`src/rtl/eco32_core_fpu_pkg.sv`:
```
// Shared constants, write-back packet layout and float helpers for the
// eco32 FPU side pipe.
package eco32_core_fpu_pkg;

  localparam int FPU_DEPTH_MIN = 3;
  localparam int FPU_DEPTH_MAX = 8;

  localparam logic [3:0] OP_FMOV = 4'd0;
  localparam logic [3:0] OP_FNEG = 4'd1;
  localparam logic [3:0] OP_FABS = 4'd2;
  localparam logic [3:0] OP_FMIN = 4'd3;
  localparam logic [3:0] OP_FMAX = 4'd4;
  localparam logic [3:0] OP_FCEQ = 4'd5;
  localparam logic [3:0] OP_FCLT = 4'd6;
  localparam logic [3:0] OP_FCLE = 4'd7;

  localparam logic [31:0] FPU_CANON_NAN = 32'h7FC0_0000;

  // Payload is all-zero unless a visible write-back is carried; tid is
  // kept for every valid entry so the retire counter knows the thread.
  typedef struct packed {
    logic        tid;
    logic        stb;
    logic [1:0]  ena_a;
    logic [1:0]  ena_b;
    logic        tag_a;
    logic        tag_b;
    logic [4:0]  addr;
    logic [31:0] data;
  } fpu_wb_pkt_t;

  function automatic logic f_is_nan(input logic [31:0] x);
    return (x[30:23] == 8'hFF) && (x[22:0] != 23'd0);
  endfunction

  // Maps a non-NaN float to an unsigned key with the same ordering
  // (with -0 just below +0), so one unsigned compare orders any pair.
  function automatic logic [31:0] f_order_key(input logic [31:0] x);
    return x[31] ? ~x : {1'b1, x[30:0]};
  endfunction

endpackage

```
`src/rtl/eco32_core_fpu_pipe_if.sv`:
```
// Issue and write-back bundle between the IDU, the FPU pipe and the
// register-file write ports.
interface eco32_core_fpu_pipe_if #(
  parameter int CNT_W = 4
);
  // i_stb is a single-cycle valid with no ready: the pipe accepts every
  // qualified strobe and the write-back strobes are never back-pressured.
  logic             i_stb;
  logic             i_tid;
  logic [3:0]       i_op;
  logic [31:0]      i_r0_data;
  logic [31:0]      i_r1_data;
  logic [1:0]       i_ry_ena;
  logic [4:0]       i_ry_addr;
  logic [1:0]       i_ry_tag;
  logic             fci_inst_rep;
  logic             fci_inst_skip;
  logic             fci_inst_lsf;

  logic             wb_stb0;
  logic             wb_stb1;
  logic [1:0]       wb_enaA;
  logic             wb_tagA;
  logic [1:0]       wb_enaB;
  logic             wb_tagB;
  logic             wb_modB;
  logic [4:0]       wb_addr;
  logic [31:0]      wb_dataL;
  logic [31:0]      wb_dataH;

  logic [CNT_W-1:0] o_pendA;
  logic [CNT_W-1:0] o_pendB;
  logic             o_busyA;
  logic             o_busyB;
  logic             o_ill;

  modport master (
    output i_stb, i_tid, i_op, i_r0_data, i_r1_data,
           i_ry_ena, i_ry_addr, i_ry_tag,
           fci_inst_rep, fci_inst_skip, fci_inst_lsf,
    input  wb_stb0, wb_stb1, wb_enaA, wb_tagA, wb_enaB, wb_tagB, wb_modB,
           wb_addr, wb_dataL, wb_dataH,
           o_pendA, o_pendB, o_busyA, o_busyB, o_ill
  );

  modport slave (
    input  i_stb, i_tid, i_op, i_r0_data, i_r1_data,
           i_ry_ena, i_ry_addr, i_ry_tag,
           fci_inst_rep, fci_inst_skip, fci_inst_lsf,
    output wb_stb0, wb_stb1, wb_enaA, wb_tagA, wb_enaB, wb_tagB, wb_modB,
           wb_addr, wb_dataL, wb_dataH,
           o_pendA, o_pendB, o_busyA, o_busyB, o_ill
  );

endinterface

```
`src/rtl/eco32_core_fpu_dly.sv`:
```
// N-stage register delay with a valid bit per stage; data is zeroed in any
// stage that holds no valid entry.
module eco32_core_fpu_dly #(
  parameter int W = 32,
  parameter int N = 1
) (
  input  logic         clk,
  input  logic         rst,
  input  logic         valid_i,
  input  logic [W-1:0] data_i,
  output logic         valid_o,
  output logic [W-1:0] data_o
);

  logic [N:0]   v_c;
  logic [W-1:0] d_c [N+1];

  assign v_c[0] = valid_i;
  assign d_c[0] = data_i;

  for (genvar g = 0; g < N; g++) begin : g_stage
    logic         v_q;
    logic [W-1:0] d_q;

    always_ff @(posedge clk or posedge rst) begin
      if (rst) begin
        v_q <= 1'b0;
        d_q <= '0;
      end else begin
        v_q <= v_c[g];
        d_q <= v_c[g] ? d_c[g] : '0;
      end
    end

    assign v_c[g+1] = v_q;
    assign d_c[g+1] = d_q;
  end

  assign valid_o = v_c[N];
  assign data_o  = d_c[N];

endmodule

```
`src/rtl/eco32_core_fpu_pipe.sv`:
```
// Fixed-latency FPU side pipe: sign ops, min/max and compares on two
// hardware threads, with per-thread in-flight counters.
module eco32_core_fpu_pipe
  import eco32_core_fpu_pkg::*;
#(
  parameter int DEPTH = 3,
  parameter int CNT_W = 4
) (
  input  logic                  clk,
  input  logic                  rst,
  eco32_core_fpu_pipe_if.slave  fpu
);

  if (DEPTH < FPU_DEPTH_MIN || DEPTH > FPU_DEPTH_MAX) begin : g_depth_chk
    $error("eco32_core_fpu_pipe: DEPTH must be within 3..8");
  end
  if (CNT_W < $clog2(DEPTH + 1)) begin : g_cnt_chk
    $error("eco32_core_fpu_pipe: CNT_W too narrow for DEPTH");
  end

  // Stage 0: capture
  logic        s0_take, s0_v_d, ill_d;
  logic        s0_v_q, s0_tid_q, ill_q;
  logic [3:0]  s0_op_q;
  logic [31:0] s0_a_q, s0_b_q;
  logic [1:0]  s0_ena_q, s0_tag_q;
  logic [4:0]  s0_addr_q;

  assign s0_take = fpu.i_stb && !fpu.fci_inst_rep && !fpu.fci_inst_skip;
  assign s0_v_d  = s0_take && !fpu.i_op[3];
  assign ill_d   = s0_take && fpu.i_op[3];

  always_ff @(posedge clk or posedge rst) begin
    if (rst) begin
      s0_v_q    <= 1'b0;
      s0_tid_q  <= 1'b0;
      s0_op_q   <= 4'd0;
      s0_a_q    <= 32'd0;
      s0_b_q    <= 32'd0;
      s0_ena_q  <= 2'd0;
      s0_tag_q  <= 2'd0;
      s0_addr_q <= 5'd0;
      ill_q     <= 1'b0;
    end else begin
      s0_v_q    <= s0_v_d;
      s0_tid_q  <= fpu.i_tid;
      s0_op_q   <= fpu.i_op;
      s0_a_q    <= fpu.i_r0_data;
      s0_b_q    <= fpu.i_r1_data;
      s0_ena_q  <= fpu.i_ry_ena;
      s0_tag_q  <= fpu.i_ry_tag;
      s0_addr_q <= fpu.i_ry_addr;
      ill_q     <= ill_d;
    end
  end

  // Stage 1: execute. key_lt is the single ordering comparator shared by
  // min/max and the compares; zeros and NaNs are patched around it.
  logic        a_nan, b_nan, any_nan, both_zero, bits_eq, key_lt;
  logic [31:0] res;

  assign a_nan     = f_is_nan(s0_a_q);
  assign b_nan     = f_is_nan(s0_b_q);
  assign any_nan   = a_nan || b_nan;
  assign both_zero = (s0_a_q[30:0] == 31'd0) && (s0_b_q[30:0] == 31'd0);
  assign bits_eq   = (s0_a_q == s0_b_q);
  assign key_lt    = f_order_key(s0_a_q) < f_order_key(s0_b_q);

  always_comb begin
    res = 32'd0;
    case (s0_op_q)
      OP_FMOV: res = s0_a_q;
      OP_FNEG: res = {~s0_a_q[31], s0_a_q[30:0]};
      OP_FABS: res = {1'b0, s0_a_q[30:0]};
      OP_FMIN, OP_FMAX: begin
        if (a_nan && b_nan)              res = FPU_CANON_NAN;
        else if (a_nan)                  res = s0_b_q;
        else if (b_nan)                  res = s0_a_q;
        else if (key_lt == (s0_op_q == OP_FMIN)) res = s0_a_q;
        else                             res = s0_b_q;
      end
      OP_FCEQ: res = {31'd0, !any_nan && (bits_eq || both_zero)};
      OP_FCLT: res = {31'd0, !any_nan && key_lt && !both_zero};
      OP_FCLE: res = {31'd0, !any_nan && (key_lt || bits_eq || both_zero)};
      default: res = 32'd0;
    endcase
  end

  logic        s1_v_d, s1_v_q, kill_v;
  fpu_wb_pkt_t s1_pkt_d, s1_pkt_q;

  assign kill_v = s0_v_q && fpu.fci_inst_lsf;
  assign s1_v_d = s0_v_q && !fpu.fci_inst_lsf;

  always_comb begin
    s1_pkt_d = '0;
    if (s1_v_d) begin
      s1_pkt_d.tid = s0_tid_q;
      if (|s0_ena_q) begin
        s1_pkt_d.stb   = 1'b1;
        s1_pkt_d.ena_a = s0_tid_q ? 2'b00 : s0_ena_q;
        s1_pkt_d.ena_b = s0_tid_q ? s0_ena_q : 2'b00;
        s1_pkt_d.tag_a = s0_tag_q[0];
        s1_pkt_d.tag_b = s0_tag_q[1];
        s1_pkt_d.addr  = s0_addr_q;
        s1_pkt_d.data  = res;
      end
    end
  end

  always_ff @(posedge clk or posedge rst) begin
    if (rst) begin
      s1_v_q   <= 1'b0;
      s1_pkt_q <= '0;
    end else begin
      s1_v_q   <= s1_v_d;
      s1_pkt_q <= s1_pkt_d;
    end
  end

  // Stages 2..DEPTH-1; the last stage register drives write-back directly.
  logic        last_v;
  fpu_wb_pkt_t last_pkt;

  eco32_core_fpu_dly #(
    .W ($bits(fpu_wb_pkt_t)),
    .N (DEPTH - 2)
  ) u_dly (
    .clk     (clk),
    .rst     (rst),
    .valid_i (s1_v_q),
    .data_i  (s1_pkt_q),
    .valid_o (last_v),
    .data_o  (last_pkt)
  );

  // In-flight counters: +1 on capture, -1 on stage-1 kill, -1 on retire.
  logic [CNT_W-1:0] pend_a_q, pend_a_d, pend_b_q, pend_b_d;

  function automatic logic [CNT_W-1:0] f_pend_next(
    input logic [CNT_W-1:0] cur,
    input logic             inc,
    input logic             dec_kill,
    input logic             dec_ret
  );
    return cur + {{(CNT_W-1){1'b0}}, inc}
               - {{(CNT_W-1){1'b0}}, dec_kill}
               - {{(CNT_W-1){1'b0}}, dec_ret};
  endfunction

  assign pend_a_d = f_pend_next(pend_a_q, s0_v_d && !fpu.i_tid,
                                kill_v && !s0_tid_q, last_v && !last_pkt.tid);
  assign pend_b_d = f_pend_next(pend_b_q, s0_v_d && fpu.i_tid,
                                kill_v && s0_tid_q, last_v && last_pkt.tid);

  always_ff @(posedge clk or posedge rst) begin
    if (rst) begin
      pend_a_q <= '0;
      pend_b_q <= '0;
    end else begin
      pend_a_q <= pend_a_d;
      pend_b_q <= pend_b_d;
    end
  end

  assign fpu.wb_stb0  = last_pkt.stb;
  assign fpu.wb_stb1  = last_pkt.stb;
  assign fpu.wb_enaA  = last_pkt.ena_a;
  assign fpu.wb_tagA  = last_pkt.tag_a;
  assign fpu.wb_enaB  = last_pkt.ena_b;
  assign fpu.wb_tagB  = last_pkt.tag_b;
  assign fpu.wb_modB  = 1'b0;
  assign fpu.wb_addr  = last_pkt.addr;
  assign fpu.wb_dataL = last_pkt.data;
  assign fpu.wb_dataH = 32'd0;
  assign fpu.o_pendA  = pend_a_q;
  assign fpu.o_pendB  = pend_b_q;
  assign fpu.o_busyA  = (pend_a_q != '0);
  assign fpu.o_busyB  = (pend_b_q != '0);
  assign fpu.o_ill    = ill_q;

endmodule

```
`src/flat_wrapper.sv`:
```
// flat-port wrapper written by rule: the top's interface ports become plain ports
module eco32_core_fpu_pipe_flat import eco32_core_fpu_pkg::*;
#(
  parameter int DEPTH = 3,
  parameter int CNT_W = 4
)
  (clk, rst, fpu_i_stb, fpu_i_tid, fpu_i_op, fpu_i_r0_data, fpu_i_r1_data, fpu_i_ry_ena, fpu_i_ry_addr, fpu_i_ry_tag, fpu_fci_inst_rep, fpu_fci_inst_skip, fpu_fci_inst_lsf, fpu_wb_stb0, fpu_wb_stb1, fpu_wb_enaA, fpu_wb_tagA, fpu_wb_enaB, fpu_wb_tagB, fpu_wb_modB, fpu_wb_addr, fpu_wb_dataL, fpu_wb_dataH, fpu_o_pendA, fpu_o_pendB, fpu_o_busyA, fpu_o_busyB, fpu_o_ill);
  eco32_core_fpu_pipe_if #(.CNT_W(CNT_W)) fpu_i ();
  input  logic clk;
  input  logic rst;
  input wire logic [$bits(fpu_i.i_stb)-1:0] fpu_i_stb;
  input wire logic [$bits(fpu_i.i_tid)-1:0] fpu_i_tid;
  input wire logic [$bits(fpu_i.i_op)-1:0] fpu_i_op;
  input wire logic [$bits(fpu_i.i_r0_data)-1:0] fpu_i_r0_data;
  input wire logic [$bits(fpu_i.i_r1_data)-1:0] fpu_i_r1_data;
  input wire logic [$bits(fpu_i.i_ry_ena)-1:0] fpu_i_ry_ena;
  input wire logic [$bits(fpu_i.i_ry_addr)-1:0] fpu_i_ry_addr;
  input wire logic [$bits(fpu_i.i_ry_tag)-1:0] fpu_i_ry_tag;
  input wire logic [$bits(fpu_i.fci_inst_rep)-1:0] fpu_fci_inst_rep;
  input wire logic [$bits(fpu_i.fci_inst_skip)-1:0] fpu_fci_inst_skip;
  input wire logic [$bits(fpu_i.fci_inst_lsf)-1:0] fpu_fci_inst_lsf;
  output wire logic [$bits(fpu_i.wb_stb0)-1:0] fpu_wb_stb0;
  output wire logic [$bits(fpu_i.wb_stb1)-1:0] fpu_wb_stb1;
  output wire logic [$bits(fpu_i.wb_enaA)-1:0] fpu_wb_enaA;
  output wire logic [$bits(fpu_i.wb_tagA)-1:0] fpu_wb_tagA;
  output wire logic [$bits(fpu_i.wb_enaB)-1:0] fpu_wb_enaB;
  output wire logic [$bits(fpu_i.wb_tagB)-1:0] fpu_wb_tagB;
  output wire logic [$bits(fpu_i.wb_modB)-1:0] fpu_wb_modB;
  output wire logic [$bits(fpu_i.wb_addr)-1:0] fpu_wb_addr;
  output wire logic [$bits(fpu_i.wb_dataL)-1:0] fpu_wb_dataL;
  output wire logic [$bits(fpu_i.wb_dataH)-1:0] fpu_wb_dataH;
  output wire logic [$bits(fpu_i.o_pendA)-1:0] fpu_o_pendA;
  output wire logic [$bits(fpu_i.o_pendB)-1:0] fpu_o_pendB;
  output wire logic [$bits(fpu_i.o_busyA)-1:0] fpu_o_busyA;
  output wire logic [$bits(fpu_i.o_busyB)-1:0] fpu_o_busyB;
  output wire logic [$bits(fpu_i.o_ill)-1:0] fpu_o_ill;
  assign fpu_i.i_stb = fpu_i_stb;
  assign fpu_i.i_tid = fpu_i_tid;
  assign fpu_i.i_op = fpu_i_op;
  assign fpu_i.i_r0_data = fpu_i_r0_data;
  assign fpu_i.i_r1_data = fpu_i_r1_data;
  assign fpu_i.i_ry_ena = fpu_i_ry_ena;
  assign fpu_i.i_ry_addr = fpu_i_ry_addr;
  assign fpu_i.i_ry_tag = fpu_i_ry_tag;
  assign fpu_i.fci_inst_rep = fpu_fci_inst_rep;
  assign fpu_i.fci_inst_skip = fpu_fci_inst_skip;
  assign fpu_i.fci_inst_lsf = fpu_fci_inst_lsf;
  assign fpu_wb_stb0 = fpu_i.wb_stb0;
  assign fpu_wb_stb1 = fpu_i.wb_stb1;
  assign fpu_wb_enaA = fpu_i.wb_enaA;
  assign fpu_wb_tagA = fpu_i.wb_tagA;
  assign fpu_wb_enaB = fpu_i.wb_enaB;
  assign fpu_wb_tagB = fpu_i.wb_tagB;
  assign fpu_wb_modB = fpu_i.wb_modB;
  assign fpu_wb_addr = fpu_i.wb_addr;
  assign fpu_wb_dataL = fpu_i.wb_dataL;
  assign fpu_wb_dataH = fpu_i.wb_dataH;
  assign fpu_o_pendA = fpu_i.o_pendA;
  assign fpu_o_pendB = fpu_i.o_pendB;
  assign fpu_o_busyA = fpu_i.o_busyA;
  assign fpu_o_busyB = fpu_i.o_busyB;
  assign fpu_o_ill = fpu_i.o_ill;
  eco32_core_fpu_pipe #(.DEPTH(DEPTH), .CNT_W(CNT_W)) u_core (.clk(clk), .rst(rst), .fpu(fpu_i));
endmodule
```
`config.mk`:
```
export PLATFORM = sky130hd
export DESIGN_NAME = eco32_core_fpu_pipe_flat
export DESIGN_NICKNAME = d
export VERILOG_FILES = /design/src/rtl/eco32_core_fpu_pkg.sv /design/src/rtl/eco32_core_fpu_pipe_if.sv /design/src/rtl/eco32_core_fpu_dly.sv /design/src/rtl/eco32_core_fpu_pipe.sv /design/src/flat_wrapper.sv
export SDC_FILE = /design/constraint.sdc
export NUM_CORES = 1
export LEC_CHECK = 0
export ABC_AREA = 1
export CAP_MARGIN = 20
export CELL_PAD_IN_SITES_DETAIL_PLACEMENT = 0
export CELL_PAD_IN_SITES_GLOBAL_PLACEMENT = 1
export CORE_MARGIN = 1
export CORE_UTILIZATION = 43
export DETAILED_ROUTE_END_ITERATION = 12
export PLACE_DENSITY_LB_ADDON = 0.1
export SYNTH_ARGS = -nofsm -noshare
export SYNTH_HDL_FRONTEND = slang
export SYNTH_SLANG_ARGS = --single-unit
```
`constraint.sdc`:
```
create_clock -name clk -period 13.1 [get_ports clk]
set_input_delay 1.31 -clock clk [delete_from_list [all_inputs] [get_ports clk]]
set_output_delay 1.31 -clock clk [all_outputs]
set_load 0.03 [all_outputs]
```
* Word level (Yosys, flattened, before mapping)
Cells that the tools add are included.
Widths: inputs -> output; s select.
** Cells by class
- Reductions and logical operators :: 42
- $lt $le $gt $ge :: 1
- Equality and inequality tests :: 11
- Multiplexer cells :: 12
- Bitwise logic cells :: 3
- $add $sub $neg :: 6
** Operators with widths (count)
- $pmux 32 s7 :: 1
- $mux 32 :: 6
- $mux 45 :: 2
- $not 32->32 :: 2
- $logic_not 31->1 :: 2
- $reduce_bool 23->1 :: 2
- $mux 44 :: 1
- $eq 32x32->1 :: 1
- $lt 32x32->1 :: 1
- $logic_and 1x1->1 :: 20
- $eq 4x3->1 const B :: 4
- $eq 8x8->1 const B :: 2
- $sub 4x1->4 :: 4
- $logic_not 1->1 :: 9
- $add 4x1->4 :: 2
- $eq 4x2->1 const B :: 2
- $reduce_bool 4->1 :: 2
- $eq 4x1->1 const B :: 1
- $logic_not 4->1 :: 1
- $logic_or 1x1->1 :: 4
- $mux 2 :: 2
- $reduce_or 2->1 :: 2
- $eq 1x1->1 :: 1
- $not 1->1 :: 1
** Storage, ports and cells
- Output and inout port bits :: 89
- Bits in registers :: 180

* Longest topological paths before layout
Gate-level depths: netlist of run 1.
- Depth in word-level cells :: 11
- Depth in mapped cells :: 23
- Gate-level depth less buffers :: 21

* By module
A second synthesis of run 1 with hierarchy kept.
** Unflattened totals
- Cell total of the unflattened synthesis :: 906
- Area total of the unflattened synthesis :: 8491.9 sq um
** By module, submodules not included
- eco32_core_fpu_pipe :: times used 1, area an instance 6946.7 sq um, cells an instance 764
- eco32_core_fpu_dly :: times used 1, area an instance 1545.2 sq um, cells an instance 142

* Worst setup path before layout of run 1
No wires, ideal clock.
- Kind :: input to register
- Start :: input fpu_fci_inst_rep
- End :: register u_core.pend_b_q[2], in the netlist u_core.fpu.o_pendB[2]
- Library setup time :: 64 ps
- Required time :: 13036 ps
- Slack :: 9721 ps
- Buffers on the path :: 0
- Arrival :: 3315 ps
- Stages on the path :: 10
- Cells stage by stage :: or3b_2 > nor2_1 > inv_1 > nor2_1 > fa_1 > ha_1 > ha_1 > inv_1 > fa_1 > inv_1
** Between the ends
- Cells in the longest elaborated chain, start to end :: 8
** RTL lines
- start: declaration :: line flat_wrapper.sv:19 : input wire logic [$bits(fpu_i.fci_inst_rep)-1:0] fpu_fci_inst_rep;
- $logic_not 1->1 :: line eco32_core_fpu_pipe.sv:29 : assign s0_take = fpu.i_stb && !fpu.fci_inst_rep && !fpu.fci_inst_skip;
- $logic_and 1x1->1 (2 in series) :: line eco32_core_fpu_pipe.sv:29
- $logic_and 1x1->1 :: line eco32_core_fpu_pipe.sv:30 : assign s0_v_d = s0_take && !fpu.i_op[3];
- named net u_core.s0_v_d :: line eco32_core_fpu_pipe.sv:22 : logic s0_take, s0_v_d, ill_d;
- $logic_and 1x1->1 :: line eco32_core_fpu_pipe.sv:153 : assign pend_b_d = f_pend_next(pend_b_q, s0_v_d && fpu.i_tid,
- $add 4x1->4 :: line eco32_core_fpu_pipe.sv:146 : return cur + {{(CNT_W-1){1'b0}}, inc}
- $sub 4x1->4 :: line eco32_core_fpu_pipe.sv:147 : - {{(CNT_W-1){1'b0}}, dec_kill}
- $sub 4x1->4 :: line eco32_core_fpu_pipe.sv:148 : - {{(CNT_W-1){1'b0}}, dec_ret};
- named net u_core.pend_b_d[2] :: line eco32_core_fpu_pipe.sv:138 : logic [CNT_W-1:0] pend_a_q, pend_a_d, pend_b_q, pend_b_d;
- end signal: assignment :: line eco32_core_fpu_pipe.sv:162 : pend_b_q <= pend_b_d;
- end: declaration :: line eco32_core_fpu_pipe.sv:138
The timed path passes the listed nets, and every way through them passes these cells.

==> results of run 1 <==
==> report_power, final <==
group | internal, µW | switching (µW)
Clock | 277 | 251
Combinational | 104 | 148
Sequential | 581 | 29.4
Total | 962 | 428
==> through the flow <==
step                hold slack [ps]  cell area (µm²)
global route                    455            10600
floorplan                       352             8970
CTS                             434            10600
detailed placement              418            10000
global placement                416            10000
finish                          432            10600
==> registers in the layout, indices dropped and copies added, names as in the netlist, 4 cells and up <==
register	cells
u_core.s0_a_q	32
u_core.fpu.o_pendB	4
u_core.fpu.o_pendA	4
u_core.s0_addr_q	5
u_core.s0_op_q	4
u_core.s0_b_q	32
u_core.u_dly.data_o	45
u_core.s1_pkt_q	45
==> worst max path at each step <==
stage          slack (ps)                        start  depth (start not counted)                              end
2_1_floorplan        6900                          rst                          1       u_core.fpu.o_ill$_DFF_PP0_
3_3_place_gp         9130                    fpu_i_stb                         13  u_core.fpu.o_pendA[3]$_DFF_PP0_
3_5_place_dp         9090                    fpu_i_stb                         13  u_core.fpu.o_pendA[3]$_DFF_PP0_
4_1_cts              9090  u_core.s0_b_q[31]$_DFF_PP0_                         15    u_core.s1_pkt_q[28]$_DFF_PP0_
5_1_grt              8620  u_core.s0_b_q[31]$_DFF_PP0_                         15    u_core.s1_pkt_q[28]$_DFF_PP0_
6_report             9100  u_core.s0_a_q[31]$_DFF_PP0_                         18    u_core.s1_pkt_q[28]$_DFF_PP0_
==> synthesized netlist by cell type (all sizes together) <==
| library cell | number | area [µm²] |
|---|---|---|
| buf | 87 | 638 |
| inv | 137 | 517 |
| nand4 | 12 | 75.1 |
| nor4 | 11 | 68.8 |
| ha | 39 | 488 |
| nand3b | 9 | 71.3 |
| nand2 | 186 | 701 |
| o31ai | 1 | 12.5 |
| conb | 1 | 3.75 |
| dfrtp | 180 | 4500 |
| o21ai | 8 | 40.0 |
| o211ai | 1 | 7.51 |
| or3b | 1 | 8.76 |
| nor2 | 39 | 149 |
| clkbuf | 22 | 82.6 |
| xor2 | 43 | 377 |
| fa | 4 | 80.1 |
| a21oi | 50 | 250 |
| a311o | 1 | 10.0 |
| a21boi | 1 | 7.51 |
| xnor2 | 32 | 280 |
| nor3b | 1 | 7.51 |
| o2111ai | 5 | 43.8 |
| nand3 | 61 | 310 |
| nor3 | 14 | 70.1 |
| o22ai | 5 | 31.3 |
| a211oi | 2 | 15.0 |
==> layer usage <==
layer  wire length [µm]  vias up
met5                  0        -
met4                421        0
met3               1190       29
met2               8900      240
met1               9120     2894
li1                   -     3052
==> kinds of logic after synthesis <==
logic type / count (synthesis) / share of synthesized area [%]
AND/OR/NAND/NOR: 334 / 16.5
buffers and inverters: 246 / 14.0
flip-flops: 180 / 50.9
adder cells (fa/ha/maj): 43 / 6.42
other: 1 / 0.0424
XOR/XNOR: 75 / 7.42
AO/OA/AOI/OAI: 74 / 4.72
==> cell type report <==
type,count,area share (%)
multi-input cells,559,30.3
flip-flops and latches,180,42.3
inverters,137,4.90
well taps,270,3.17
clock buffers,17,4.00
repair buffers,145,13.5
clock inverters,15,1.76
==> worst max-delay path: cells and delay by family (launching register included) <==
kind,cells,cell delay [ps]
xor+xnor,1,140
buf+inv,1,460
simple gates,12,2110
fa+ha+maj,1,330
flops,1,330
compound gates,3,500
==> out/results.tsv, run 1 <==
stage	metric	value	unit
clocking	Post-CTS Hold Fix Bufs	0	
routing	Via-to-Cell Ratio	4.70	
timing	Worst Setup Slack, final	9100	ps
critical_path	kind of critical path	flip-flop to flip-flop	
cells_and_area	Multi-input gate area	3230	µm²
routing	vias post-DR	6215	
placed_design	HPWL after detailed placement	13900	µm
timing	actual slew at the worst max-slew pin	1080	ps
placed_design	# port buffers	139	
cells_and_area	Filler Cell Count	1919	
timing	Final TNS setup	0	ps
routing	final WL	19600	µm
clocking	Num CTS Buffers	17	
global_routing	GRT busiest layer	met2	
clocking	Worst-Skew Late Latency	430	ps
hold_path	Hold Crit Depth	2	
routing	Pre-antenna DRT Iters	5	
hold_path	worst hold endpoint	u_core.u_dly.data_o[41]$_DFF_PP0_	
cells_and_area	Area Overhead vs Synth	20.2	%
global_routing	largest net degree at the start of global routing	68	
floorplan	# rows	52	
cells_and_area	Nets	1167	
clocking	CTS Root Buffer Type	clkbuf_16	
critical_path	FF-to-FF setup slack	9100	ps
clocking	CTS tree	yes	
cells_and_area	Reg area	4500	µm²
synth	Yosys reg bits	180	
global_routing	GRT Overall Usage	19.8	%
routing	post-route ant nets	0	
floorplan	width of the die	145	µm
critical_path	most used cell, CP	nand2_1	
cells_and_area	ANT cells	0	
routing	number of DRC markers in iteration 0	395	
flow_run	total of max-cap violations	0	
timing	Max Slew Vio Count	0	
power	Peak VDD IR	0.0815	mV
cells_and_area	most common cell after layout, fill and taps aside	nand2_1	
synth	Yosys cell types	36	
timing	final setup vio count	0	
run_status	status	finished, final reports clean	
critical_path	Critical-path top delay cell	nand2_2	
hold_path	Hold Crit Start	u_core.s1_pkt_q[41]$_DFF_PP0_	
clocking	# Post-CTS Setup Buffers	0	
placed_design	# placed instances	1291	
global_routing	total congestion overflow	0	
timing	Final Skew	8.91	ps
global_routing	first-pass GRT wire length	32700	µm
power	static leakage	0.00534	µW
critical_path	Critical Path RT	13450	ps
synth	Avg Cell Area, Syn	9.29	µm²
critical_path	Critical Path Sink Type	flip-flop	
power	Pwr Density	131	nW/µm²
placed_design	DP Worst Slack	9090	ps
global_routing	vias in the first global route	6092	
global_routing	met1 usage	28.0	%
critical_path	r2r startpoint	u_core.s0_a_q[31]$_DFF_PP0_	
cells_and_area	share of layout cells above drive strength 1	4.46	%
timing	minimum clock period	4000	ps
synth	Yosys warnings	0	
floorplan	starting density of the core	43.7	%
clocking	CTS sink cnt	180	
critical_path	Worst Setup Start Kind	flip-flop	
critical_path	R2R depth	18	
global_routing	met3 Usage GRT	3.95	%
floorplan	IO Pins	173	
global_routing	initial antenna violation count	0	
timing	Peak Freq	250	MHz
timing	RSZ-0062 raised after global routing	no	
cells_and_area	final non-filler cell total	1323	
timing	Slew headroom	27.6	%
placed_design	routability cong.	0.826	
routing	WL/cell	14.8	µm
critical_path	crit path cell chain	buf_4, xor2_1, ha_1, a21oi_1, nor2_1, a211oi_1, nand2_1, nand2_1, nand2_1, nand2_1, nand2_1, nand2_1, nand3_2, nand2_2, nand2_1, nand2_1, nand2_1, a21oi_1	
floorplan	die area	21200	µm²
timing	final hold vios	0	
floorplan	Chip Height	145	µm
floorplan	core footprint	20200	µm²
clocking	# resized after CTS	0	
synth	Post-Syn Instances	953	
critical_path	largest stage delay on the critical path	780	ps
cells_and_area	Final Core Density	52.6	%
critical_path	Critical Path AT	4350	ps
routing	drt drc	0	
clocking	H-tree lvl count	4	
timing	fin crit share	30.5	%
synth	Seq/Total Area, Yosys	50.9	%
clocking	Clock Path Buffers	2	
global_routing	GRT met2 Usage	30.3	%
hold_path	worst hold path type	flip-flop to flip-flop	
synth	Mapped Area	8850	µm²
power	Total Power	1390	µW
critical_path	reg2reg end	u_core.s1_pkt_q[28]$_DFF_PP0_	
clocking	clk slew on worst S/H paths	70	ps
cells_and_area	commonest non-fill, non-tap cells in the layout	nand2_1 (185), dfrtp_1 (180), clkdlybuf4s50_1 (139)	
critical_path	maximum fanout along the worst path	33	
No activity file was read; power rests on OpenSTA's default activity.
==> run 2: changes to the inputs <==
--- a/config.mk
+++ b/config.mk
@@ -10,7 +10,7 @@
 export CELL_PAD_IN_SITES_DETAIL_PLACEMENT = 0
 export CELL_PAD_IN_SITES_GLOBAL_PLACEMENT = 1
 export CORE_MARGIN = 1
-export CORE_UTILIZATION = 43
+export CORE_UTILIZATION = 40
 export DETAILED_ROUTE_END_ITERATION = 12
 export PLACE_DENSITY_LB_ADDON = 0.1
 export SYNTH_ARGS = -nofsm -noshare
==> constraint.sdc (replaced) <==
create_clock -name clk -period 4.2 [get_ports clk]
set_input_delay 0.42 -clock clk [delete_from_list [all_inputs] [get_ports clk]]
set_output_delay 0.42 -clock clk [all_outputs]
set_load 0.03 [all_outputs]
==> run 2 against run 1 <==
Against the previous run: count of clock-buffer cells in the layout is the same; setup slack lost 8100 ps; cell count grew 1.1%; critical path depth shrank 3; non-clock buffer count grew 5; first-iteration DRC count grew 12%; cell area grew 1.2%; flip-flop and latch count is the same; register-to-register slack lost 8100 ps; clock skew grew 2.2 ps.
==> out/results.tsv, run 2 (synthesis results as in run 1) <==
stage	metric	value	unit	change
timing	Final TNS setup	0	ps	unchanged
placed_design	routability cong.	0.809		-2.1%
routing	post-route ant nets	0		unchanged
power	share of total power in the clock network	37.8	%	about the same
clocking	H-tree lvl count	4		unchanged
cells_and_area	ANT cells	0		unchanged
critical_path	largest stage delay on the critical path	400	ps	-380 ps
clocking	Clock Path Buffers	2		unchanged
timing	Peak Freq	317	MHz	+27%
power	Seq pwr share	43.8	%	about the same
power	Sw Pwr	1340	µW	+210%
clocking	Worst-Skew Late Latency	440	ps	about the same
critical_path	Critical Path Sink Type	flip-flop		
run_status	status	finished, final reports clean		
clocking	# resized after CTS	0		unchanged
routing	drt drc	0		unchanged
routing	Via-to-Cell Ratio	4.60		-2.1%
cells_and_area	Final Core Density	49.5	%	-3.1 points
critical_path	Critical Path AT	3470	ps	-880 ps
global_routing	total congestion overflow	0		unchanged
timing	Max Slew Vio Count	0		unchanged
clocking	CTS sink cnt	180		unchanged
routing	number of DRC markers in iteration 0	442		+12%
clocking	# Post-CTS Setup Buffers	0		unchanged
global_routing	GRT busiest layer	met2		
global_routing	met3 Usage GRT	3.42	%	-0.53 points
timing	final hold vios	0		unchanged
critical_path	kind of critical path	flip-flop to flip-flop		
placed_design	Post-Place Cell Area	10100	µm²	+0.84%
routing	WL/cell	14.8	µm	-0.50%
floorplan	die area	22700	µm²	+7.4%
critical_path	most used cell, CP	nand2_1		
global_routing	first-pass GRT wire length	32100	µm	-1.9%
cells_and_area	Nets	1172		+0.43%
flow_run	total of max-cap violations	0		unchanged
cells_and_area	commonest non-fill, non-tap cells in the layout	nand2_1 (185), dfrtp_1 (180), clkdlybuf4s50_1 (139)		
clocking	CTS tree	yes		
critical_path	Critical-path top delay cell	dfrtp_1		
power	Peak VDD IR	0.254	mV	+210%
timing	Final Skew	11.1	ps	+2.23 ps
clocking	Num CTS Buffers	17		unchanged
cells_and_area	Area Overhead vs Synth	21.7	%	
routing	Pre-antenna DRT Iters	5		unchanged
timing	actual slew at the worst max-slew pin	803	ps	-282 ps
timing	final setup vio count	0		unchanged
power	internal power	3010	µW	+210%
power	combinational power share	18.4	%	+0.3 points
clocking	Post-CTS Hold Fix Bufs	0		unchanged
cells_and_area	most common cell after layout, fill and taps aside	nand2_1		
routing	vias post-DR	6151		-1.0%
timing	Slew headroom	46.2	%	+19 points
power	static leakage	0.00539	µW	+0.87%
floorplan	width of the die	151	µm	+3.6%
cells_and_area	share of layout cells above drive strength 1	4.91	%	+0.45 points
global_routing	largest net degree at the start of global routing	74		+8.8%
placed_design	# port buffers	139		unchanged
critical_path	crit path cell chain	buf_12, xor2_1, ha_1, nand2_1, nor2_1, nand4_1, nor4_1, nand2_1, nand2_1, nand2_1, nand3_2, nand2_2, nand2_1, nand3_1, a21oi_1		
power	Pwr Density	404	nW/µm²	+210%
timing	RSZ-0062 raised after global routing	no		
power	Switching Fraction	30.7	%	-0.098 points
clocking	clk slew on worst S/H paths	70	ps	about the same
critical_path	maximum fanout along the worst path	33		unchanged
routing	final WL	19800	µm	+0.63%
cells_and_area	cell area after layout	10800	µm²	+1.2%
floorplan	core footprint	21800	µm²	+7.5%
floorplan	IO Pins	173		unchanged
floorplan	# rows	54		+3.8%
clocking	CTS Root Buffer Type	clkbuf_16		
floorplan	Chip Height	151	µm	+3.6%
global_routing	initial antenna violation count	0		unchanged
critical_path	Critical Path RT	4520	ps	-8930 ps
timing	hold_ws	247	ps	-185 ps
global_routing	vias in the first global route	5814		-4.6%
global_routing	GRT Overall Usage	18.8	%	-1.1 points
placed_design	HPWL after detailed placement	14300	µm	+2.7%
timing	fin crit share	75.0	%	+44 points
timing	minimum clock period	3150	ps	-849 ps
hold_path	worst hold path type	primary input to asynchronous set/reset pin		
global_routing	GRT met2 Usage	28.3	%	-2.1 points
critical_path	Worst Setup Start Kind	flip-flop		
floorplan	starting density of the core	40.7	%	-3.1 points
global_routing	met1 usage	27.0	%	-1.0 points
==> run 2: changes by cell type in the layout (fill, tap and decap cells not counted), sizes merged <==
cell      before  now
buf            6   11
clkinv         5    3
clkinvlp       0    2
==> run 2: critical path: cells and delay by family (launching register included) <==
family,cells,cell delay (ps)
AOI/OAI and AO/OA,1,280
xor gates and xnor gates,1,180
adders and majority gates,1,310
buffers and inverters,1,190
DFF,1,400
and+or+nand+nor,11,1650
==> run 2: cell type report <==
type	count	area, µm²
clock inverter	15	184
multi-input combinational	559	3230
sequential	180	4500
inverter	137	520
clock buffer	17	425
timing repair buffer	150	1560
tap	280	350
fill	2082	11000
==> run 2: path summary, 6_finish.rpt <==
path | start | to | slack, ps | cells past startpoint
max | u_core.s0_a_q[31]$_DFF_PP0_ | u_core.s1_pkt_q[17]$_DFF_PP0_ | 1050 | 15
min reg2reg | u_core.s1_pkt_q[1]$_DFF_PP0_ | u_core.u_dly.data_o[1]$_DFF_PP0_ | 430 | 2
max reg2reg | u_core.s0_a_q[31]$_DFF_PP0_ | u_core.s1_pkt_q[17]$_DFF_PP0_ | 1050 | 15
max in group asynchronous | rst | u_core.s0_b_q[24]$_DFF_PP0_ | 3330 | 3
min | rst | u_core.fpu.o_pendA[3]$_DFF_PP0_ | 250 | 2
min in group clk | fpu_i_r1_data[29] | u_core.s0_b_q[29]$_DFF_PP0_ | 410 | 1
==> run 2: layer usage <==
layer | vias to the layer above | part of all wire [%]
met5 | - | 0
met4 | 0 | 2.0
met3 | 27 | 5.2
met2 | 194 | 45
met1 | 2873 | 48
li1 | 3057 | -
==> run 2: metrics by stage <==
| stage | setup WS, ps | instances | total power (µW) |
|---|---|---|---|
| final | 1050 | 1338 | 4350 |
| after detailed placement | 1110 | 1304 | 2740 |
| after global routing | 750 | 1338 | 4600 |
| after floorplan | 1470 | 985 | 2470 |
| after CTS | 1080 | 1336 | 4400 |
| after global placement | 1150 | 1304 | 2730 |
==> run 2: power by group through the flow <==
stage	clock, µW	sequential (µW)	combinational [µW]
after floorplan	0	1990	478
final	1640	1900	799
after global placement	0	1940	793
after CTS	1690	1900	804
after detailed placement	0	1940	800
after global routing	1780	1920	906
